<file path="src/rtl/mem_arbiter.sv">
// mem_arbiter: shares one single-port memory between instruction fetch and the
// load/store unit; data has priority, a streak limit keeps fetch from starving.
module mem_arbiter #(
   parameter int ADDR_WIDTH = 32,
   parameter int DATA_WIDTH = 32,
   parameter int MAX_STREAK = 4,
   parameter int TIMEOUT    = 16
) (
   input  logic                    clock,
   input  logic                    reset,
   input  logic                    if_req,
   input  logic [ADDR_WIDTH-1:0]   if_addr,
   output logic [DATA_WIDTH-1:0]   if_rdata,
   output logic                    if_ack,
   output logic                    if_err,
   input  logic                    d_req,
   input  logic                    d_we,
   input  logic [ADDR_WIDTH-1:0]   d_addr,
   input  logic [DATA_WIDTH-1:0]   d_wdata,
   input  logic [DATA_WIDTH/8-1:0] d_wstrb,
   output logic [DATA_WIDTH-1:0]   d_rdata,
   output logic                    d_ack,
   output logic                    d_err,
   output logic                    mem_valid,
   output logic                    mem_we,
   output logic [ADDR_WIDTH-1:0]   mem_addr,
   output logic [DATA_WIDTH-1:0]   mem_wdata,
   output logic [DATA_WIDTH/8-1:0] mem_wstrb,
   input  logic [DATA_WIDTH-1:0]   mem_rdata,
   input  logic                    mem_ready,
   output logic                    owner,
   output logic                    busy
);

   localparam int SBW = DATA_WIDTH / 8;
   localparam int SW  = (MAX_STREAK < 1) ? 1 : $clog2(MAX_STREAK + 1);
   localparam int TW  = (TIMEOUT < 2) ? 1 : $clog2(TIMEOUT);

   typedef enum logic [1:0] {
      IDLE = 2'd0,
      BUSY = 2'd1,
      RESP = 2'd2
   } state_t;

   state_t                state, state_nxt;
   logic [SW-1:0]         streak, streak_nxt;
   logic [TW-1:0]         timer, timer_nxt;
   logic                  mem_valid_nxt, mem_we_nxt, owner_nxt, busy_nxt;
   logic [ADDR_WIDTH-1:0] mem_addr_nxt;
   logic [DATA_WIDTH-1:0] mem_wdata_nxt;
   logic [SBW-1:0]        mem_wstrb_nxt;
   logic [DATA_WIDTH-1:0] if_rdata_nxt, d_rdata_nxt;
   logic                  if_ack_nxt, if_err_nxt, d_ack_nxt, d_err_nxt;
   logic                  grant_data, timeout_hit;

   // Handshakes: a requester holds req and payload until its one-cycle ack;
   // mem_valid holds mem_* stable and the transfer ends on the first edge
   // where mem_valid && mem_ready, or when the BUSY timer expires.
   assign grant_data  = d_req && (!if_req || (streak < SW'(MAX_STREAK)));
   assign timeout_hit = (TIMEOUT != 0) && (timer == TW'(TIMEOUT - 1));

   always_ff @(posedge clock or posedge reset) begin
      if (reset) begin
         state     <= IDLE;
         streak    <= '0;
         timer     <= '0;
         mem_valid <= 1'b0;
         mem_we    <= 1'b0;
         mem_addr  <= '0;
         mem_wdata <= '0;
         mem_wstrb <= '0;
         owner     <= 1'b0;
         busy      <= 1'b0;
         if_rdata  <= '0;
         if_ack    <= 1'b0;
         if_err    <= 1'b0;
         d_rdata   <= '0;
         d_ack     <= 1'b0;
         d_err     <= 1'b0;
      end else begin
         state     <= state_nxt;
         streak    <= streak_nxt;
         timer     <= timer_nxt;
         mem_valid <= mem_valid_nxt;
         mem_we    <= mem_we_nxt;
         mem_addr  <= mem_addr_nxt;
         mem_wdata <= mem_wdata_nxt;
         mem_wstrb <= mem_wstrb_nxt;
         owner     <= owner_nxt;
         busy      <= busy_nxt;
         if_rdata  <= if_rdata_nxt;
         if_ack    <= if_ack_nxt;
         if_err    <= if_err_nxt;
         d_rdata   <= d_rdata_nxt;
         d_ack     <= d_ack_nxt;
         d_err     <= d_err_nxt;
      end
   end

   always_comb begin
      state_nxt     = state;
      streak_nxt    = streak;
      timer_nxt     = timer;
      mem_valid_nxt = mem_valid;
      mem_we_nxt    = mem_we;
      mem_addr_nxt  = mem_addr;
      mem_wdata_nxt = mem_wdata;
      mem_wstrb_nxt = mem_wstrb;
      owner_nxt     = owner;
      if_rdata_nxt  = if_rdata;
      if_ack_nxt    = 1'b0;
      if_err_nxt    = if_err;
      d_rdata_nxt   = d_rdata;
      d_ack_nxt     = 1'b0;
      d_err_nxt     = d_err;

      case (state)
         IDLE: begin
            timer_nxt = '0;
            if (grant_data) begin
               state_nxt     = BUSY;
               mem_valid_nxt = 1'b1;
               mem_we_nxt    = d_we;
               mem_addr_nxt  = d_addr;
               mem_wdata_nxt = d_wdata;
               mem_wstrb_nxt = d_wstrb;
               owner_nxt     = 1'b1;
               // Winning against a pending fetch implies streak < MAX_STREAK,
               // so the increment saturates at MAX_STREAK by construction.
               streak_nxt    = if_req ? streak + SW'(1) : '0;
            end else if (if_req) begin
               state_nxt     = BUSY;
               mem_valid_nxt = 1'b1;
               mem_we_nxt    = 1'b0;
               mem_addr_nxt  = if_addr;
               mem_wdata_nxt = '0;
               mem_wstrb_nxt = '0;
               owner_nxt     = 1'b0;
               streak_nxt    = '0;
            end
         end

         BUSY: begin
            // A late mem_ready on the expiry cycle still counts as success.
            if (mem_ready || timeout_hit) begin
               state_nxt     = RESP;
               mem_valid_nxt = 1'b0;
               if (owner) begin
                  d_ack_nxt = 1'b1;
                  d_err_nxt = !mem_ready;
                  if (!mem_we) begin
                     d_rdata_nxt = mem_ready ? mem_rdata : '0;
                  end
               end else begin
                  if_ack_nxt   = 1'b1;
                  if_err_nxt   = !mem_ready;
                  if_rdata_nxt = mem_ready ? mem_rdata : '0;
               end
            end else begin
               timer_nxt = timer + TW'(1);
            end
         end

         RESP: begin
            state_nxt  = IDLE;
            timer_nxt  = '0;
            if_err_nxt = 1'b0;
            d_err_nxt  = 1'b0;
         end

         default: begin
            state_nxt     = IDLE;
            mem_valid_nxt = 1'b0;
         end
      endcase

      busy_nxt = (state_nxt != IDLE);
   end

endmodule

</file>
<file path="config.mk">
export PLATFORM = sky130hd
export DESIGN_NAME = mem_arbiter
export DESIGN_NICKNAME = d
export VERILOG_FILES = /design/src/rtl/mem_arbiter.sv
export SDC_FILE = /design/constraint.sdc
export NUM_CORES = 1
export LEC_CHECK = 0
export CAP_MARGIN = 20
export CORE_MARGIN = 1.5
export CORE_UTILIZATION = 42
export DETAILED_ROUTE_END_ITERATION = 6
export HOLD_SLACK_MARGIN = 0.12
export PLACE_DENSITY = 0.81
export SETUP_SLACK_MARGIN = 0.2
export SYNTH_ARGS = -nofsm -noshare
export SYNTH_HDL_FRONTEND = slang
export SYNTH_SLANG_ARGS = --single-unit
export TNS_END_PERCENT = 50
</file>
<file path="constraint.sdc">
create_clock -name clock -period 5.3 [get_ports clock]
set_input_delay 0.795 -clock clock [delete_from_list [all_inputs] [get_ports clock]]
set_output_delay 0.795 -clock clock [all_outputs]
set_load 0.005 [all_outputs]
</file>
; ---- After elaboration in Yosys (flattened, before gate mapping)
; Index checks and enable logic that the tools add are counted.
[totals]
regBits = 149
out_inout_bits = 140
word_cells = 83
[classes]
bitwise = 3
n_mux = 35
order_cmp = 1
n_addsub = 2
eq_ne = 8
n_reduce_logical = 18
[op_table]
columns = op, n
row1 = $mux 32, 5
row2 = $mux 1, 16
row3 = $mux 4, 3
row4 = $reduce_and 3->1, 4
row5 = $mux 3, 3
row6 = $ne 2x2->1 const B, 4
row7 = $pmux 4 s2, 1
row8 = $reduce_bool 2->1, 4
row9 = $mux 2, 3
row10 = $add 4x1->4 const B, 1
row11 = $eq 4x4->1 const B, 1
row12 = $pmux 1 s2, 2
row13 = $pmux 2 s2, 1
row14 = $reduce_and 2->1, 2
row15 = $reduce_and 4->1, 1
row16 = $add 3x1->3 const B, 1
row17 = $lt 3x3->1 const B, 1
row18 = $ne 3x3->1 const B, 1
row19 = $not 1->1, 3
row20 = $pmux 1 s3, 1
row21 = $eq 2x1->1 const B, 1
row22 = $eq 2x2->1 const B, 1
row23 = $logic_not 1->1, 2
row24 = $logic_not 2->1, 1
row25 = other kinds (3), 4

; ---- Depth between registers and ports, before layout
; Gate-level depths: netlist of run 1.
[logic_depth]
depth_word = 6
depth_mapped = 6
ltp_nobuf = 4

; ---- Worst setup path before layout of run 1
; Ideal clock, no wire load.
[synth_timing]
path_kind = in2reg
start = input port d_req
end = register mem_addr[0]
arrival_time_ps = 1850
t_required_ps = 5175
stages = 4
setup_ps = 125
setup_slack_ps = 3325
cell_sequence = a21boi_2 > buf_2 > mux2_2 > mux2_2
[synth_between]
elab_chain_cells = 3
[synth_rtl]
columns = item, line
row1 = from (decl), 16  ; input logic d_req,
row2 = $logic_and 1x1->1 (*), 59  ; assign grant_data = d_req && (!if_req || (streak < SW'(MAX_STREAK)));
row3 = $reduce_bool 2->1 (no source line), --
row4 = $reduce_and 2->1 (no source line), --
row5 = to (signal assigned), 86  ; mem_addr <= mem_addr_nxt;
row6 = to (decl), 26  ; output logic [ADDR_WIDTH-1:0] mem_addr,
; Every way passes the cells marked *; elsewhere a longest branch is shown, timed or not.
; A chain may end at the register's enable or synchronous reset.

; ---- Worst setup path in the final report of run 1
[layout_timing]
start = input port d_req
end = register mem_wdata[21]
[layout_between]
elab_chain_cells = 3
[layout_rtl]
columns = item, line
row1 = $logic_and 1x1->1 (*), 59
row2 = $reduce_bool 2->1 (no source line), --
row3 = $reduce_and 2->1 (no source line), --
row4 = to (signal assigned), 87  ; mem_wdata <= mem_wdata_nxt;
row5 = to (decl), 27  ; output logic [DATA_WIDTH-1:0] mem_wdata,
; Marks and branches as above.

==> impl_metrics.yaml, run 1 <==
outcome:
  status: "complete, no violations"
yosys:
  synth_area_per_cell_um2: 13.3
  ys_seq_area_share_pct: 60.3
  synth_area_um2: 6180
  yosysTopAreaCellShare_pct: 60.3
  synth_compound_area_share_pct: 12.1
  post-synth-top-area-cell: "dfrtp_1"
  synth_area_leaders: "dfrtp_1 (60%), mux2_2 (12%), a22o_1 (9.9%)"
  synthCells: 464
  synth_xor_area_share_pct: 0.142
  syn_nets: 604
  synth-simple-area-share_pct: 4.53
  synth_edf_count: 0
  synth-seq-cells: 149
  synthMuxAreaShare_pct: 17.2
  synthAdderAreaFrac_pct: 0.405
  synth-main-ff-cell: "dfrtp_1"
  yosysWarningCount: 0
  ys_async_sr_fraction_pct: 100
  synth_top_family_by_area: "multiplexers"
  yosysUniqueCellTypes: 39
drt:
  vias_per_cell: 5.23
  vias: 4861
  wl_met3_mm: 1.59
  highest_layer: "met4"
  wirelength_mm: 17.0
  wl_met1_mm: 6.72
  dr.pass1.iters: 4
  routedWlPerCell_um: 18.3
  first_iter_violations: 250
  drc: 0
  drtAntennaViolNets: 0
  wl_met2_mm: 8.25
sta:
  hold_violations: 0
  rsz0062_at_grt: "no"
  finalHoldWorstSlack_ps: 503
  tightest_slew_ps: 1010
  max_freq_mhz: 368
  slew_viol_final: 0
  setup-violations-final: 0
  min_period_over_period_pct: 51.3
  fin_worst_skew_ps: 7.56
  max_slew_margin_pct: 32.4
  tns_ps: 0
  fin_crit_ps: 2720
cts:
  cts-hold-fix-buffers: 0
  post-cts-setup-buffer-count: 0
  cts.reportedPaths.clkPinSlew_ps: 60
  clk_latency_ps: 410
  post_cts_resized: 0
  numCtsBuffers: 17
  cts_tree: "built"
  clockBufferDepth: 2
  clockRootBuffer: "clkbuf_16"
  cts_num_sinks: 149
  htreeDepth: 4
floorplanning:
  coreArea_um2: 14500
  rows: 44
  die_h_um: 124
  start_util_pct: 42.7
  pin_count: 278
  die_w_um: 124
  die-area_um2: 15500
pwr:
  vdd_drop_max_v: 0.000242
  power_mw: 5.27
  pwr-share-seq_pct: 37.2
  comb_power_share_pct: 40.1
  switching_share_pct: 28.4
  powerDensity_nw_per_um2: 542
  p_int_mw: 3.77
  p_sw_mw: 1.50
  clkPwrFrac_pct: 22.7
  p_leak_nw: 4.41
setup_path:
  critPathArrivalTime_ps: 3060
  rr_worst_depth: 4
  start_kind: "input pin"
  end_kind: "flip-flop"
  r2r-end: "mem_addr[27]"
  rr_startpoint: "state[1]"
  r2r_setup_slack_ps: 3090
  cp_data_required_time_ps: 5650
  path_max_fanout: 37
  critPathLaunch: "d_req"
  path_class: "input pin to flip-flop"
global_routing:
  grt_pass1_vias: 5191
  gr-total-overflow: 0
  grt_use_total_pct: 22.5
  grt_max_degree: 111
  grt_pass1_wl_mm: 27.5
  grt_antenna_before_repair: 0
placement:
  hpwl_mm: 12.3
  io_buffers: 277
  place_congestion: 0.829
hold_path:
  hp-start: "if_rdata[31]"
  hold_end: "if_rdata[31]"
  min_path_cells: 1
  hold_path_class: "flip-flop to flip-flop"
final_layout:
  fillers: 1046
  most-common-layout-cells: "clkdlybuf4s50_1 (277), dfrtp_1 (149), a22o_1 (70)"
  nets: 875
  n_antenna_cell: 0
  mostFrequentLayoutCell: "clkdlybuf4s50_1"
  final_layout_size_suffix_gt1_share_pct: 14.6
  syn_to_final_growth_pct: 57.3
run:
  drv_cap: 0
[state kept, by name, summed over array words and instances (netlist names)]
signal,cells
d_rdata,32
if_rdata,32
mem_addr,32
mem_wdata,32
mem_wstrb,4
timer,4
streak,3
state,2
busy,1
d_ack,1
d_err,1
if_ack,1
if_err,1
mem_valid,1
mem_we,1
owner,1
[worst max-delay path by stage]
| stage | cells past startpoint | endpoint |
|---|---|---|
| global route | 5 | mem_wdata[21] |
| floorplan | 1 | busy |
| detailed placement | 5 | mem_wdata[8] |
| finish | 5 | mem_wdata[21] |
| global placement | 5 | if_rdata[24] |
| CTS | 5 | mem_wdata[21] |
[cells by family (layout without fill, tap and decap cells)]
| family | Yosys count | in the layout |
|---|---|---|
| AOI/OAI and AO/OA | 88 | 88 |
| xor gates and xnor gates | 1 | 1 |
| adders and majority gates | 2 | 2 |
| buffers and inverters | 69 | 350 |
| DFF | 149 | 149 |
| muxes | 98 | 98 |
| and+or+nand+nor | 57 | 57 |
[cell type report]
cell class | count | area, um^2 | share of cell area [%]
multi-input cells | 246 | 2150 | 22.1
clock buffers | 20 | 457 | 4.70
flip-flops and latches | 149 | 3730 | 38.3
inverters | 36 | 140 | 1.44
clock inverters | 9 | 129 | 1.33
well taps | 184 | 230 | 2.37
repair buffers | 285 | 2890 | 29.7
[routing by layer]
metal	vias up	global-route usage (%)
met4	0	8.86
li1	2184	-
met1	2393	26.8
met5	-	0
met2	252	36.4
met3	32	9.32
[critical path, stage by stage]
cell	delay, ps
clkdlybuf4s50_1	580
a21boi_4	850
and2_1	250
buf_4	370
a22o_1	210
[power by group through the flow]
stage	Clock, mW	Combinational [mW]	Sequential (mW)
6_report	1.20	2.11	1.96
5_1_grt	1.28	2.27	2.02
4_1_cts	1.23	2.14	1.97
3_5_place_dp	0	2.13	1.98
3_3_place_gp	0	2.05	1.95
2_1_floorplan	0	0.840	1.95
[metrics by stage]
stage	cell area, um^2	utilization (%)	cells	worst slack [ps]
6_report	9720	67.2	929	2580
4_1_cts	9700	67.0	928	2580
3_3_place_gp	9060	62.5	897	2130
2_1_floorplan	6180	-	464	497
3_5_place_dp	9110	62.9	899	2120
5_1_grt	9720	67.2	929	2400
[synthesized netlist by cell type, drive strengths merged (3+ instances only)]
library cell	instances
mux2	65
dfrtp	149
buf	26
o21ai	4
mux2i	33
nor2	6
a21oi	3
inv	36
a22o	70
nand3	3
clkbuf	7
nand2	34
(Power assumes the default switching activity.)
==> run 2, diff against run 1 <==
--- a/config.mk
+++ b/config.mk
@@ -7,10 +7,10 @@
 export LEC_CHECK = 0
 export CAP_MARGIN = 20
 export CORE_MARGIN = 1.5
-export CORE_UTILIZATION = 42
+export CORE_UTILIZATION = 38
 export DETAILED_ROUTE_END_ITERATION = 6
 export HOLD_SLACK_MARGIN = 0.12
-export PLACE_DENSITY = 0.81
+export PLACE_DENSITY = 0.77
 export SETUP_SLACK_MARGIN = 0.2
 export SYNTH_ARGS = -nofsm -noshare
 export SYNTH_HDL_FRONTEND = slang
==> constraint.sdc (replaced) <==
create_clock -name clock -period 2.4 [get_ports clock]
set_input_delay 0.36 -clock clock [delete_from_list [all_inputs] [get_ports clock]]
set_output_delay 0.36 -clock clock [all_outputs]
set_load 0.005 [all_outputs]
==> run 2 against run 1 <==
  * Worst hold slack got worse by 220 ps
  * Sequential power rose by 120%
  * Non-clock buffer count rose by 9
  * Clock power rose by 110%
  * Largest power group unchanged
==> impl_metrics.yaml, run 2 (same netlist as run 1, synthesis figures left out) <==
floorplanning:
  start_util_pct: 38.9
  pin_count: 278
  die_w_um: 131
  die-area_um2: 17000
  coreArea_um2: 15900
  die_h_um: 131
  rows: 46
global_routing:
  grt_pass1_wl_mm: 27.2
  gr-total-overflow: 0
  grt_use_total_pct: 21.0
  grt_max_degree: 59
  grt_pass1_vias: 5138
  grt_antenna_before_repair: 0
drt:
  vias: 4940
  drc: 0
  drtAntennaViolNets: 0
  routedWlPerCell_um: 18.0
  vias_per_cell: 5.08
  dr.pass1.iters: 6
  wirelength_mm: 17.6
  first_iter_violations: 205
pwr:
  vdd_drop_max_v: 0.000502
  powerDensity_nw_per_um2: 1180
  p_leak_nw: 4.43
setup_path:
  worstPathCellList: "clkdlybuf4s50_1"
  rr_worst_depth: 5
  end_kind: "output pin"
  cpMaxStageDelayCell: "clkdlybuf4s50_1"
  r2r_setup_slack_ps: 640
  cp_data_required_time_ps: 2040
  critPathArrivalTime_ps: 1510
  critical_path.top_delay_family: "buffers and inverters"
  start_kind: "flip-flop"
  path_max_fanout: 9
  path_class: "flip-flop to output pin"
  r2r-end: "d_rdata[21]"
  path_buf_inv: 1
  cpPeakStageDelay_ps: 570
  rr_startpoint: "timer[0]"
final_layout:
  finish.instance_area_um2: 9810
  nets: 884
  final_cells: 973
  most-common-layout-cells: "clkdlybuf4s50_1 (277), dfrtp_1 (149), a22o_1 (70)"
  n_antenna_cell: 0
  mostFrequentLayoutCell: "clkdlybuf4s50_1"
  fillers: 1258
  fin_util_pct: 61.8
  final_layout_size_suffix_gt1_share_pct: 16.1
  syn_to_final_growth_pct: 58.7
cts:
  numCtsBuffers: 17
  clockBufferDepth: 2
  post_cts_resized: 0
  cts_num_sinks: 149
  post-cts-setup-buffer-count: 0
  clk_latency_ps: 420
  cts.reportedPaths.clkPinSlew_ps: 60
  cts_tree: "built"
  clockRootBuffer: "clkbuf_16"
  cts-hold-fix-buffers: 0
  htreeDepth: 4
sta:
  max_slew_margin_pct: 69.6
  finalHoldWorstSlack_ps: 287
  rsz0062_at_grt: "no"
  fin_crit_ps: 1870
  fin_worst_skew_ps: 8.11
  hold_violations: 0
  max_freq_mhz: 534
  tightest_slew_ps: 456
  setup-violations-final: 0
  min_period_over_period_pct: 78.1
  tns_ps: 0
  slew_viol_final: 0
run:
  drv_cap: 0
placement:
  hpwl_mm: 13.1
  placed_cells: 940
  place_area_um2: 9240
  io_buffers: 277
  place_congestion: 0.792
hold_path:
  hold_path_class: "input pin to asynchronous set/reset pin"
outcome:
  status: "complete, no violations"
run 2: changes by cell type in the layout (fill, tap and decap cells not counted), sizes merged:
cell	delta
clkinv	+3
inv	+4
clkinvlp	+1
clkbuf	-2
bufinv	-3
buf	+9
run 2: how the worst max path moves through the flow:
| stage | end | depth (start not counted) | start |
|---|---|---|---|
| 2_1_floorplan | busy | 1 | reset |
| 3_3_place_gp | if_rdata[20] | 3 | mem_ready |
| 3_5_place_dp | if_rdata[22] | 3 | mem_ready |
| 4_1_cts | if_rdata[22] | 3 | owner |
| 5_1_grt | owner | 1 | owner |
| 6_report | owner | 1 | owner |
run 2: stage by stage:
step	worst slack [ps]	power (mW)
floorplan	165	6.16
global placement	288	8.92
detailed placement	191	9.13
CTS	389	11.7
global route	455	12.3
finish	526	11.6
run 2: per-layer routing:
layer	global-route usage (%)	wire length [um]
met1	25.2	6990
met2	34.5	8530
met3	7.57	1620
met4	8.21	419
met5	0	0
run 2: final cells by class:
cell class | count | area, um^2 | area share [%]
clock buffer | 18 | 439 | 4.48
inverter | 36 | 139 | 1.42
clock inverter | 14 | 116 | 1.19
tap | 216 | 270 | 2.75
multi-input combinational | 246 | 2150 | 21.9
timing repair buffer | 294 | 2970 | 30.3
sequential | 149 | 3730 | 38.0
run 2: power by group:
group / leakage [nW] / total, mW / switching (mW) / internal [mW]
clock network: 0.269 / 2.51 / 1.13 / 1.37
registers: 1.86 / 4.30 / 0.683 / 3.62
logic: 2.30 / 4.75 / 1.66 / 3.09
total: 4.43 / 11.6 / 3.48 / 8.08
==> run 3, diff against run 2 <==
==> constraint.sdc (replaced) <==
create_clock -name clock -period 1.6 [get_ports clock]
set_input_delay 0.24 -clock clock [delete_from_list [all_inputs] [get_ports clock]]
set_output_delay 0.24 -clock clock [all_outputs]
set_load 0.005 [all_outputs]
==> run 3 against run 2 <==
  * Clock skew hardly changed
  * First-iteration DRC count rose by 14%
  * Highest routed layer unchanged
  * Die area is the same
==> impl_metrics.yaml, run 3 (same netlist as run 1, synthesis figures left out) <==
setup_path:
  path_buf_inv: 2
  cpMaxStageDelayCell: "dfrtp_1"
  cpPeakStageDelay_ps: 430
  critical_path.top_delay_family: "multiplexers"
  cp_data_required_time_ps: 1910
  r2r-end: "mem_addr[20]"
  path_class: "flip-flop to flip-flop"
  critPathArrivalTime_ps: 1910
  start_kind: "flip-flop"
  rr_startpoint: "streak[2]"
  path_common_cell: "mux2_2"
  rr_worst_depth: 5
  end_kind: "flip-flop"
  r2r_setup_slack_ps: 0.6
  path_max_fanout: 5
  worstPathCellList: "a21boi_4, buf_4, clkbuf_16, mux2_2, mux2_2"
hold_path:
  hold_path_class: "input pin to asynchronous set/reset pin"
sta:
  hold_violations: 0
  slew_viol_final: 0
  rsz0062_at_grt: "yes"
  max_freq_mhz: 625
  tightest_slew_ps: 450
  max_slew_margin_pct: 70.0
  fin_worst_skew_ps: 7.94
  fin_crit_ps: 1600
  setup-violations-final: 0
  min_period_over_period_pct: 100
final_layout:
  most-common-layout-cells: "dfrtp_1 (146), clkdlybuf4s50_1 (138), dlygate4sd2_1 (90)"
  multi_input_comb_area_um2: 2340
  syn_to_final_growth_pct: 74.3
  nets: 940
  mostFrequentLayoutCell: "dfrtp_1"
  fillers: 1103
  n_antenna_cell: 0
  finish.instance_area_um2: 10800
  final_layout_size_suffix_gt1_share_pct: 23.6
  layout.area.seq_um2: 3730
  fin_util_pct: 67.8
pwr:
  pwr-share-seq_pct: 34.9
  comb_power_share_pct: 43.1
  vdd_drop_max_v: 0.000810
  clkPwrFrac_pct: 22.0
  p_sw_mw: 5.79
  switching_share_pct: 31.5
  power_mw: 18.4
  p_int_mw: 12.6
  powerDensity_nw_per_um2: 1710
  p_leak_nw: 5.74
placement:
  io_buffers: 277
  place_congestion: 0.815
  place_area_um2: 9400
  hpwl_mm: 13.4
drt:
  wl_met3_mm: 1.89
  wirelength_mm: 20.7
  routedWlPerCell_um: 20.1
  drc: 0
  vias_per_cell: 5.17
  dr.pass1.iters: 4
  first_iter_violations: 234
  wl_met1_mm: 7.62
  highest_layer: "met4"
  wl_met2_mm: 10.7
  vias: 5319
  drtAntennaViolNets: 0
global_routing:
  grt_use_total_pct: 21.9
  gr-total-overflow: 0
  grt_pass1_vias: 5463
  grt_antenna_before_repair: 0
  grt_pass1_wl_mm: 28.5
  grt_max_degree: 82
floorplanning:
  die_w_um: 131
  start_util_pct: 38.9
  pin_count: 278
  rows: 46
  coreArea_um2: 15900
  die-area_um2: 17000
  die_h_um: 131
cts:
  clockBufferDepth: 2
  cts_tree: "built"
  cts-hold-fix-buffers: 0
  cts.reportedPaths.clkPinSlew_ps: 60
  cts_num_sinks: 149
  clockRootBuffer: "clkbuf_16"
  htreeDepth: 4
  numCtsBuffers: 17
  clk_latency_ps: 420
outcome:
  status: "complete, no violations"
run:
  drv_cap: 0
-- run 3: worst max path at each step --
stage | from | endpoint | slack [ps] | cells after the start
after floorplan | reset | busy | -510 | 1
after global placement | d_req | mem_addr[29] | -270 | 5
after detailed placement | if_req | mem_addr[1] | -310 | 5
after CTS | streak[2] | mem_addr[1] | 30 | 4
after global routing | streak[2] | mem_addr[20] | -20 | 5
final | streak[2] | mem_addr[20] | 0.6 | 5
-- run 3: power by group through the flow --
stage	clock (mW)	combinational (mW)	sequential (mW)
after floorplan	0	2.78	6.45
after global placement	0	7.25	6.39
after detailed placement	0	7.49	6.51
after CTS	4.12	7.33	6.38
after global routing	4.30	8.43	6.59
final	4.06	7.92	6.42
-- run 3: area by class of cell --
class / instances / area share [%]
Sequential cell: 149 / 34.6
Timing Repair Buffer: 350 / 34.3
Multi-Input combinational cell: 246 / 21.7
Clock buffer: 17 / 3.95
Tap cell: 216 / 2.51
Clock inverter: 15 / 1.59
Inverter: 36 / 1.29
-- run 3: routing by layer --
layer / global-route usage, % / vias up
li1: - / 2334
met1: 24.3 / 2658
met3: 7.49 / 44
met4: 8.40 / 0
met2: 38.7 / 283
met5: 0 / -
-- run 3: what timing repair did --
item	in CTS	in global routing
setup endpoints to repair	277	189
setup buffers	25	11
gates cloned	2	8
pin swaps	4	45
resized for setup	103	101
-- run 3: tightest hold or removal path: stages --
cell             delay, ps
clkdlybuf4s50_1        440
clkinvlp_4             130
buf_12                 320
-- run 3: per-stage QoR --
stage	worst slack, ps	TNS, ps	cells	hold slack (ps)
global route	-23.9	-227	1029	334
global placement	-270	-14530	951	482
floorplan	-515	-77160	464	369
finish	0.589	0	1029	296
detailed placement	-312	-17610	951	492
CTS	30.9	0	1010	310
